## src/rtl/fpu_add_align.sv

```systemverilog
// FP32 add/sub front end: decodes an operand pair, orders it by magnitude and
// aligns the smaller mantissa (with sticky) ready for the downstream mantissa adder.
module fpu_add_align (
    input  logic        i_clk,
    input  logic        i_rst_n,
    input  logic        i_valid,
    output logic        o_ready,
    input  logic [31:0] i_data_a,
    input  logic [31:0] i_data_b,
    input  logic        i_sub,
    output logic        o_valid,
    input  logic        i_ready,
    output logic [7:0]  o_exp,
    output logic [26:0] o_man_big,
    output logic [26:0] o_man_small,
    output logic        o_sign,
    output logic        o_eff_sub,
    output logic        o_special,
    output logic [31:0] o_special_data
);

    localparam int unsigned EXP_W  = 8;
    localparam int unsigned FRAC_W = 23;
    localparam int unsigned MAN_W  = FRAC_W + 1;
    localparam int unsigned GRS_W  = 3;
    localparam int unsigned ALN_W  = MAN_W + GRS_W;
    localparam int unsigned FP_W   = 32;

    localparam logic [EXP_W-1:0] EXP_MAX = {EXP_W{1'b1}};
    localparam logic [FP_W-1:0]  QNAN    = 32'h7FC0_0000;

    // ------------------------------------------------------------------
    // Handshake
    // ------------------------------------------------------------------
    logic s1_valid_q;
    logic out_valid_q;
    logic s2_adv;
    logic s1_adv;

    always_comb begin
        s2_adv  = !out_valid_q || i_ready;
        s1_adv  = !s1_valid_q || s2_adv;
        o_ready = s1_adv;
    end

    // ------------------------------------------------------------------
    // Stage 1 decode
    // ------------------------------------------------------------------
    logic             sign_a;
    logic             sign_b_eff;
    logic             eff_sub;
    logic [EXP_W-1:0] exp_a;
    logic [EXP_W-1:0] exp_b;
    logic [FRAC_W-1:0] frac_a;
    logic [FRAC_W-1:0] frac_b;
    logic             zero_a;
    logic             zero_b;
    logic             nan_a;
    logic             nan_b;
    logic             inf_a;
    logic             inf_b;
    logic [MAN_W-1:0] man_a;
    logic [MAN_W-1:0] man_b;
    logic             a_big;

    always_comb begin
        sign_a     = i_data_a[31];
        sign_b_eff = i_data_b[31] ^ i_sub;
        eff_sub    = i_data_a[31] ^ i_data_b[31] ^ i_sub;
        exp_a      = i_data_a[30:23];
        exp_b      = i_data_b[30:23];
        frac_a     = i_data_a[22:0];
        frac_b     = i_data_b[22:0];
        zero_a     = (exp_a == '0);
        zero_b     = (exp_b == '0);
        nan_a      = (exp_a == EXP_MAX) && (frac_a != '0);
        nan_b      = (exp_b == EXP_MAX) && (frac_b != '0);
        inf_a      = (exp_a == EXP_MAX) && (frac_a == '0);
        inf_b      = (exp_b == EXP_MAX) && (frac_b == '0);
        // Denormals flush to zero, so compare on the flushed mantissas
        man_a      = zero_a ? '0 : {1'b1, frac_a};
        man_b      = zero_b ? '0 : {1'b1, frac_b};
        a_big      = (exp_a > exp_b) || ((exp_a == exp_b) && (man_a >= man_b));
    end

    logic [EXP_W-1:0] s1_exp_d;
    logic [EXP_W-1:0] s1_exp_q;
    logic [MAN_W-1:0] s1_man_big_d;
    logic [MAN_W-1:0] s1_man_big_q;
    logic [MAN_W-1:0] s1_man_small_d;
    logic [MAN_W-1:0] s1_man_small_q;
    logic [EXP_W-1:0] s1_diff_d;
    logic [EXP_W-1:0] s1_diff_q;
    logic             s1_sign_d;
    logic             s1_sign_q;
    logic             s1_eff_sub_d;
    logic             s1_eff_sub_q;
    logic             s1_special_d;
    logic             s1_special_q;
    logic [FP_W-1:0]  s1_special_data_d;
    logic [FP_W-1:0]  s1_special_data_q;

    // Swap into big/small order and resolve special operands
    always_comb begin
        s1_exp_d          = a_big ? exp_a : exp_b;
        s1_man_big_d      = a_big ? man_a : man_b;
        s1_man_small_d    = a_big ? man_b : man_a;
        s1_diff_d         = s1_exp_d - (a_big ? exp_b : exp_a);
        s1_sign_d         = (zero_a && zero_b) ? (sign_a & sign_b_eff)
                                               : (a_big ? sign_a : sign_b_eff);
        s1_eff_sub_d      = eff_sub;
        s1_special_d      = 1'b0;
        s1_special_data_d = '0;

        if (nan_a || nan_b || (inf_a && inf_b && eff_sub)) begin
            s1_special_d      = 1'b1;
            s1_special_data_d = QNAN;
        end else if (inf_a) begin
            s1_special_d      = 1'b1;
            s1_special_data_d = {sign_a, EXP_MAX, {FRAC_W{1'b0}}};
        end else if (inf_b) begin
            s1_special_d      = 1'b1;
            s1_special_data_d = {sign_b_eff, EXP_MAX, {FRAC_W{1'b0}}};
        end

        if (s1_special_d) begin
            s1_exp_d       = '0;
            s1_man_big_d   = '0;
            s1_man_small_d = '0;
            s1_diff_d      = '0;
            s1_sign_d      = 1'b0;
            s1_eff_sub_d   = 1'b0;
        end
    end

    always_ff @(posedge i_clk or negedge i_rst_n) begin
        if (!i_rst_n) begin
            s1_valid_q        <= 1'b0;
            s1_exp_q          <= '0;
            s1_man_big_q      <= '0;
            s1_man_small_q    <= '0;
            s1_diff_q         <= '0;
            s1_sign_q         <= 1'b0;
            s1_eff_sub_q      <= 1'b0;
            s1_special_q      <= 1'b0;
            s1_special_data_q <= '0;
        end else if (s1_adv) begin
            s1_valid_q <= i_valid;
            if (i_valid) begin
                s1_exp_q          <= s1_exp_d;
                s1_man_big_q      <= s1_man_big_d;
                s1_man_small_q    <= s1_man_small_d;
                s1_diff_q         <= s1_diff_d;
                s1_sign_q         <= s1_sign_d;
                s1_eff_sub_q      <= s1_eff_sub_d;
                s1_special_q      <= s1_special_d;
                s1_special_data_q <= s1_special_data_d;
            end
        end
    end

    // ------------------------------------------------------------------
    // Stage 2 alignment shift with sticky
    // ------------------------------------------------------------------
    logic [ALN_W-1:0] small_ext;
    logic [ALN_W-1:0] lost_mask;
    logic [ALN_W-1:0] man_small_sh;

    always_comb begin
        small_ext    = {s1_man_small_q, {GRS_W{1'b0}}};
        lost_mask    = '0;
        man_small_sh = '0;
        if (s1_diff_q >= EXP_W'(ALN_W)) begin
            man_small_sh[0] = |small_ext;
        end else begin
            lost_mask       = ~({ALN_W{1'b1}} << s1_diff_q);
            man_small_sh    = small_ext >> s1_diff_q;
            man_small_sh[0] = man_small_sh[0] | (|(small_ext & lost_mask));
        end
    end

    logic [EXP_W-1:0] out_exp_q;
    logic [ALN_W-1:0] out_man_big_q;
    logic [ALN_W-1:0] out_man_small_q;
    logic             out_sign_q;
    logic             out_eff_sub_q;
    logic             out_special_q;
    logic [FP_W-1:0]  out_special_data_q;

    always_ff @(posedge i_clk or negedge i_rst_n) begin
        if (!i_rst_n) begin
            out_valid_q        <= 1'b0;
            out_exp_q          <= '0;
            out_man_big_q      <= '0;
            out_man_small_q    <= '0;
            out_sign_q         <= 1'b0;
            out_eff_sub_q      <= 1'b0;
            out_special_q      <= 1'b0;
            out_special_data_q <= '0;
        end else if (s2_adv) begin
            out_valid_q <= s1_valid_q;
            if (s1_valid_q) begin
                out_exp_q          <= s1_exp_q;
                out_man_big_q      <= {s1_man_big_q, {GRS_W{1'b0}}};
                out_man_small_q    <= man_small_sh;
                out_sign_q         <= s1_sign_q;
                out_eff_sub_q      <= s1_eff_sub_q;
                out_special_q      <= s1_special_q;
                out_special_data_q <= s1_special_data_q;
            end
        end
    end

    assign o_valid        = out_valid_q;
    assign o_exp          = out_exp_q;
    assign o_man_big      = out_man_big_q;
    assign o_man_small    = out_man_small_q;
    assign o_sign         = out_sign_q;
    assign o_eff_sub      = out_eff_sub_q;
    assign o_special      = out_special_q;
    assign o_special_data = out_special_data_q;

endmodule

```

## config.mk

```make
export PLATFORM = sky130hd
export DESIGN_NAME = fpu_add_align
export DESIGN_NICKNAME = d
export VERILOG_FILES = /design/src/rtl/fpu_add_align.sv
export SDC_FILE = /design/constraint.sdc
export NUM_CORES = 1
export LEC_CHECK = 0
export ABC_AREA = 1
export CAP_MARGIN = 20
export CORE_ASPECT_RATIO = 0.6
export CORE_MARGIN = 1
export CORE_UTILIZATION = 55
export CTS_BUF_LIST = sky130_fd_sc_hd__clkbuf_2
export DETAILED_ROUTE_END_ITERATION = 6
export GPL_ROUTABILITY_DRIVEN = 0
export HOLD_SLACK_MARGIN = 0.1
export PLACE_DENSITY = 0.89
export SLEW_MARGIN = 20
export SYNTH_ARGS = -nofsm -noshare
export SYNTH_HDL_FRONTEND = slang
export SYNTH_SLANG_ARGS = --single-unit
```

## constraint.sdc

```tcl
create_clock -name i_clk -period 2.5 [get_ports i_clk]
set_input_delay 0.5 -clock i_clk [delete_from_list [all_inputs] [get_ports i_clk]]
set_output_delay 0.5 -clock i_clk [all_outputs]
set_load 0.02 [all_outputs]
```

==> impl_metrics.py, run 1 <==
metrics = {
    "status": {
        "outcome": "stopped before the end",
        "stop_stage": "global routing (5_1_grt)",
        "error": "[ERROR GRT-0232] Routing congestion too high. Check the congestion heatmap in the GUI.",
    },
    "synthesis": {
        "synth_edf_count": 0,
        "syn_inst": 1258,
        "ys_ff_latch": 137,
        "ys_types": 51,
        "avgSynthCellArea_sq_um": 7.16,
        "async_flop_share": 1.00,
        "synth_area_sq_um": 9000,
        "ys_warn_count": 0,
        "synth-main-ff-cell": "dfrtp_1",
        "synth_seq_area_share": 0.381,
    },
    "placed_design": {
        "io_buffers": 142,
        "post-dp-hpwl_microns": 22900,
    },
    "timing": {
        "crit_endpoint": "s1_man_small_q[9]$_DFFE_PN0P_/D",
        "worstEndpointType": "sequential cell input",
    },
    "floorplanning": {
        "start_util": 0.574,
        "ios": 168,
        "die_h_microns": 101,
        "rows": 35,
        "chipWidth_microns": 167,
    },
    "clock_network": {
        "clkSinkCount": 137,
        "root_buffer": "clkbuf_2",
        "clk_path_buf_depth": 2,
        "htreeDepth": 4,
        "cts_buffers": 17,
    },
    "global_routing": {
        "grt.overflow.total": 43,
        "grt_max_degree": 102,
        "grt.total_usage": 0.751,
    },
}
-- stage by stage --
step           worst slack, ps  std cells  cell area, sq um  utilization  TNS [ps]
2_1_floorplan             -338       1282              9430            -    -13740
3_5_place_dp             -1240       1689             11800        0.754    -70710
4_1_cts                  -33.9       1760             12800        0.818      -128
3_3_place_gp             -1110       1689             11800        0.754    -63410
-- synthesized netlist by cell type (7+ instances only) --
cell type	count	area share
o21ai_1	7	0.0039
dfrtp_1	137	0.38
a31oi_1	8	0.0056
buf_4	38	0.032
a21oi_1	63	0.035
nor2_1	78	0.033
o22ai_1	10	0.0069
o21ai_0	203	0.11
clkbuf_1	39	0.016
ha_1	34	0.047
o211ai_2	9	0.013
inv_1	147	0.061
o211ai_1	19	0.016
nand2_1	319	0.13
buf_2	15	0.0083
nor4_1	8	0.0056
nand3_1	45	0.025
nand4_1	18	0.013
-- cell families after synthesis --
| group | after synthesis | synth area share |
|---|---|---|
| AO/OA/AOI/OAI | 347 | 0.220 |
| adder cells (fa/ha/maj) | 34 | 0.0473 |
| buffers and inverters | 250 | 0.126 |
| AND/OR/NAND/NOR | 486 | 0.222 |
| flip-flops | 137 | 0.381 |
| other | 1 | 0.000417 |
| multiplexers | 2 | 0.00222 |
| XOR/XNOR | 1 | 0.000973 |
-- metal layers --
| metal | track usage | overflow |
|---|---|---|
| met1 | 0.742 | 0 |
| met4 | 0.726 | 14 |
| met3 | 0.646 | 2 |
| met5 | 0.378 | 0 |
| met2 | 0.904 | 27 |
-- repair_timing --
action                                 in CTS
setup endpoints to repair                  64
cloned                                      7
pin swaps                                  51
hold buffers                                1
buffers inserted                           31
endpoints found under the hold margin     121
gates resized for setup                   152
==> inputs of run 2 (changes only) <==
- CORE_ASPECT_RATIO: 0.6 -> unset
- CORE_UTILIZATION: 55 -> 40
- CTS_BUF_LIST: sky130_fd_sc_hd__clkbuf_2 -> unset
- HOLD_SLACK_MARGIN: 0.1 -> unset
- PLACE_DENSITY: 0.89 -> unset
- PLACE_DENSITY_LB_ADDON: unset -> 0.15
==> run 2 against run 1 <==
Net effect: the flow now finishes, with violations (DRC, setup timing); synthesized area stayed put; synthesized cell count did not move.
==> impl_metrics.py, run 2 <==
metrics = {
    "status": {
        "outcome": "finished with violations",
        "violations": "DRC, setup timing",
    },
    "detailed_routing": {
        "wirelength_microns": 30900,
        "drt-pass1-iter-count": 7,
        "avgRoutedWirePerCell_microns": 16.6,
        "via_per_inst": 5.26,
        "drt_iter0_drc": 770,
        "final_antenna_net_count": 0,
        "drc": 16,
        "num_vias": 9791,
    },
    "global_routing": {
        "grt.overflow.total": 0,
        "grt_first_pass_wirelength_microns": 49400,
        "grt_max_degree": 102,
        "antenna_found_initial": 0,
        "grt.total_usage": 0.269,
        "grt_pass1_vias": 9451,
    },
    "timing": {
        "final_max_slew_viol_count": 0,
        "rsz0062_at_grt": "yes",
        "final_hold_viol_count": 0,
        "finalWorstSetupSlack_ps": -439,
        "finalSetupViolCount": 65,
        "fin_crit_ps": 2940,
        "finalCritPeriodShare": 1.18,
        "fmax_mhz": 340,
        "hold_ws_ps": 447,
        "fin_skew_ps": 9.61,
    },
    "clock_network": {
        "path_clk_slew_ps": 60,
        "cts_buffers": 17,
        "tritoncts": "done",
        "root_buffer": "clkbuf_16",
        "clkSinkCount": 137,
        "clk_latency_ps": 430,
        "clk_path_buf_depth": 2,
        "htreeDepth": 4,
    },
    "layout": {
        "stdcell_count": 1861,
        "layout.nets": 1671,
        "n_fill_cell": 1909,
        "antenna_cells": 0,
        "largest_reg_flops": 27,
        "mostFrequentLayoutCell": "nand2_1",
        "final_area_sq_um": 13500,
        "mostFrequentLayoutCells": "278 x nand2_1, 192 x buf_4, 138 x o21ai_0",
        "drive_gt1_frac": 0.262,
        "area_growth_pct": 50.2,
        "fin_util": 0.616,
    },
    "worst_setup_path": {
        "critical-path-top-delay-family": "buffers and inverters",
        "arrival_ps": 3240,
        "crit_type": "primary input to flop",
        "slowest_delay_ps": 230,
        "r2r_slack_ps": 240,
        "crit_required_ps": 2800,
        "reg2reg_depth": 14,
        "r2r_end": "o_man_small[0]",
        "end_kind": "flop",
        "critPathMaxFanout": 13,
        "crit_slowest_cell": "o211ai_1",
        "crit_chain": "buf_6 -> buf_6 -> inv_12 -> nand4_1 -> nor2_4 -> clkinv_4 -> buf_12 -> buf_16 -> nand2_4 -> ha_4 -> nand2_2 -> inv_2 -> nand2_1 -> nand2_1 -> nand2_1 -> nand2_2 -> a21oi_2 -> nand2_4 -> nand2_8 -> buf_6 -> inv_12 -> buf_12 -> o211ai_1 -> o21ai_1",
        "cp-start-kind": "primary input",
        "reg2reg_from": "s1_diff_q[7]",
        "path_buf_inv": 10,
    },
    "synthesis": {
        "synth.most_common_cell": "nand2_1",
        "yosys-top-cells-count": "319 x nand2_1, 203 x o21ai_0, 147 x inv_1",
        "yosysTopAreaCell": "dfrtp_1",
        "synth_edf_count": 0,
        "synth_area_sq_um": 9000,
        "synth_area_leaders": "dfrtp_1 38%, nand2_1 13%, o21ai_0 11%",
        "avgSynthCellArea_sq_um": 7.16,
        "synth-main-ff-cell": "dfrtp_1",
        "synth_seq_area_share": 0.381,
        "ys_warn_count": 0,
        "netlist.area_leader.share": 0.381,
        "ys_types": 51,
        "syn_inst": 1258,
        "async_flop_share": 1.00,
        "ys_ff_latch": 137,
    },
    "power_and_ir_drop": {
        "switching_share": 0.397,
        "p_leak_nw": 6.49,
        "pwr-share-seq": 0.303,
        "internal-power_mw": 6.01,
        "combPwrFrac": 0.426,
        "irDropWorstVdd_mv": 0.467,
        "pwr-share-clk": 0.271,
        "power.density_nw_per_um2": 737,
        "p_switching_mw": 3.96,
        "totalPowerFinal_mw": 9.97,
    },
    "worst_hold_path": {
        "hold_depth": 4,
        "hp-class": "primary input to flop",
        "hp-start": "i_data_a[30]",
        "hold_end": "s1_exp_q[7]",
    },
    "placed_design": {
        "dpl_cell_area_sq_um": 11900,
        "placed_cells": 1770,
        "io_buffers": 142,
        "post-dp-hpwl_microns": 22100,
    },
    "floorplanning": {
        "rows": 54,
        "start_util": 0.410,
        "dieArea_sq_um": 23100,
        "ios": 168,
        "core_region_area_sq_um": 22000,
        "die_h_microns": 152,
        "chipWidth_microns": 152,
    },
    "run": {
        "maxCapViolCount": 0,
    },
}
-- run 2: cell counts after synthesis --
Identical to the previous run, type by type.
-- run 2: stage by stage --
step	TNS, ps	setup WS [ps]
finish	-20130	-439
global placement	-69910	-1190
floorplan	-13740	-338
detailed placement	-73240	-1280
CTS	-14440	-362
global route	-28520	-581
-- run 2: how the worst max path moves through the flow --
stage	cells past startpoint	endpoint	start
2_1_floorplan	23	s1_diff_q[4]	i_data_b[24]
3_3_place_gp	25	s1_diff_q[4]	i_data_a[23]
3_5_place_dp	24	s1_diff_q[6]	i_data_a[23]
4_1_cts	25	s1_diff_q[7]	i_data_a[28]
5_1_grt	28	s1_diff_q[6]	i_data_b[24]
6_report	24	s1_man_small_q[7]	i_data_b[24]
-- run 2: repair_timing --
| action | 4_1_cts | 5_1_grt |
|---|---|---|
| endpoints found under the setup margin | 65 | 69 |
| buffers inserted | 50 | 7 |
| hold buffers | 1 | 0 |
| pin swaps | 48 | 43 |
| gates cloned | 6 | 0 |
| hold endpoints to repair | 31 | 0 |
| resized for setup | 146 | 45 |
-- run 2: logic make-up after synthesis --
family	Yosys count	synth area share
AND/OR/NAND/NOR	486	0.222
XOR/XNOR	1	0.000973
adder cells (fa/ha/maj)	34	0.0473
flip-flops	137	0.381
buffers and inverters	250	0.126
other	1	0.000417
multiplexers	2	0.00222
AO/OA/AOI/OAI	347	0.220
-- run 2: worst reg2reg max path: stages (launching register included) --
cell and delay [ps]:
dfrtp_1 400, nor2_1 200, buf_12 170, o21ai_0 90
a21oi_1 290, nand2_1 80, o21ai_0 120, nand2_1 70
o21ai_0 90, nor2_1 60, o21ai_0 230, o21ai_0 160
nor2_1 100, o21ai_0 100, nand2_1 70
-- run 2: final cells by class --
type / count / area [sq um] / area share
Sequential cell: 137 / 3430 / 0.254
Inverter: 151 / 627 / 0.0464
Clock inverter: 15 / 205 / 0.0152
Tap cell: 280 / 350 / 0.0259
Multi-Input combinational cell: 895 / 5080 / 0.376
Timing Repair inverter: 1 / 8.76 / 0.000648
Clock buffer: 17 / 425 / 0.0315
Timing Repair Buffer: 365 / 3400 / 0.251
-- run 2: power by group through the flow --
stage          Clock, mW  Combinational [mW]  Sequential (mW)
4_1_cts             2.74                4.15             3.02
3_5_place_dp           0                3.99             3.06
6_report            2.70                4.24             3.02
2_1_floorplan          0                2.03             3.34
5_1_grt             2.84                4.62             3.08
3_3_place_gp           0                3.96             3.05
-- run 2: layer usage --
layer / vias to the layer above / global-route usage / wire [microns]
met1: 4631 / 0.354 / 13700
met5: - / 0 / 0
met3: 78 / 0.0345 / 1400
li1: 4758 / - / -
met4: 0 / 0.107 / 956
met2: 324 / 0.451 / 14800
Note: power is estimated with default switching activity, not from simulation.
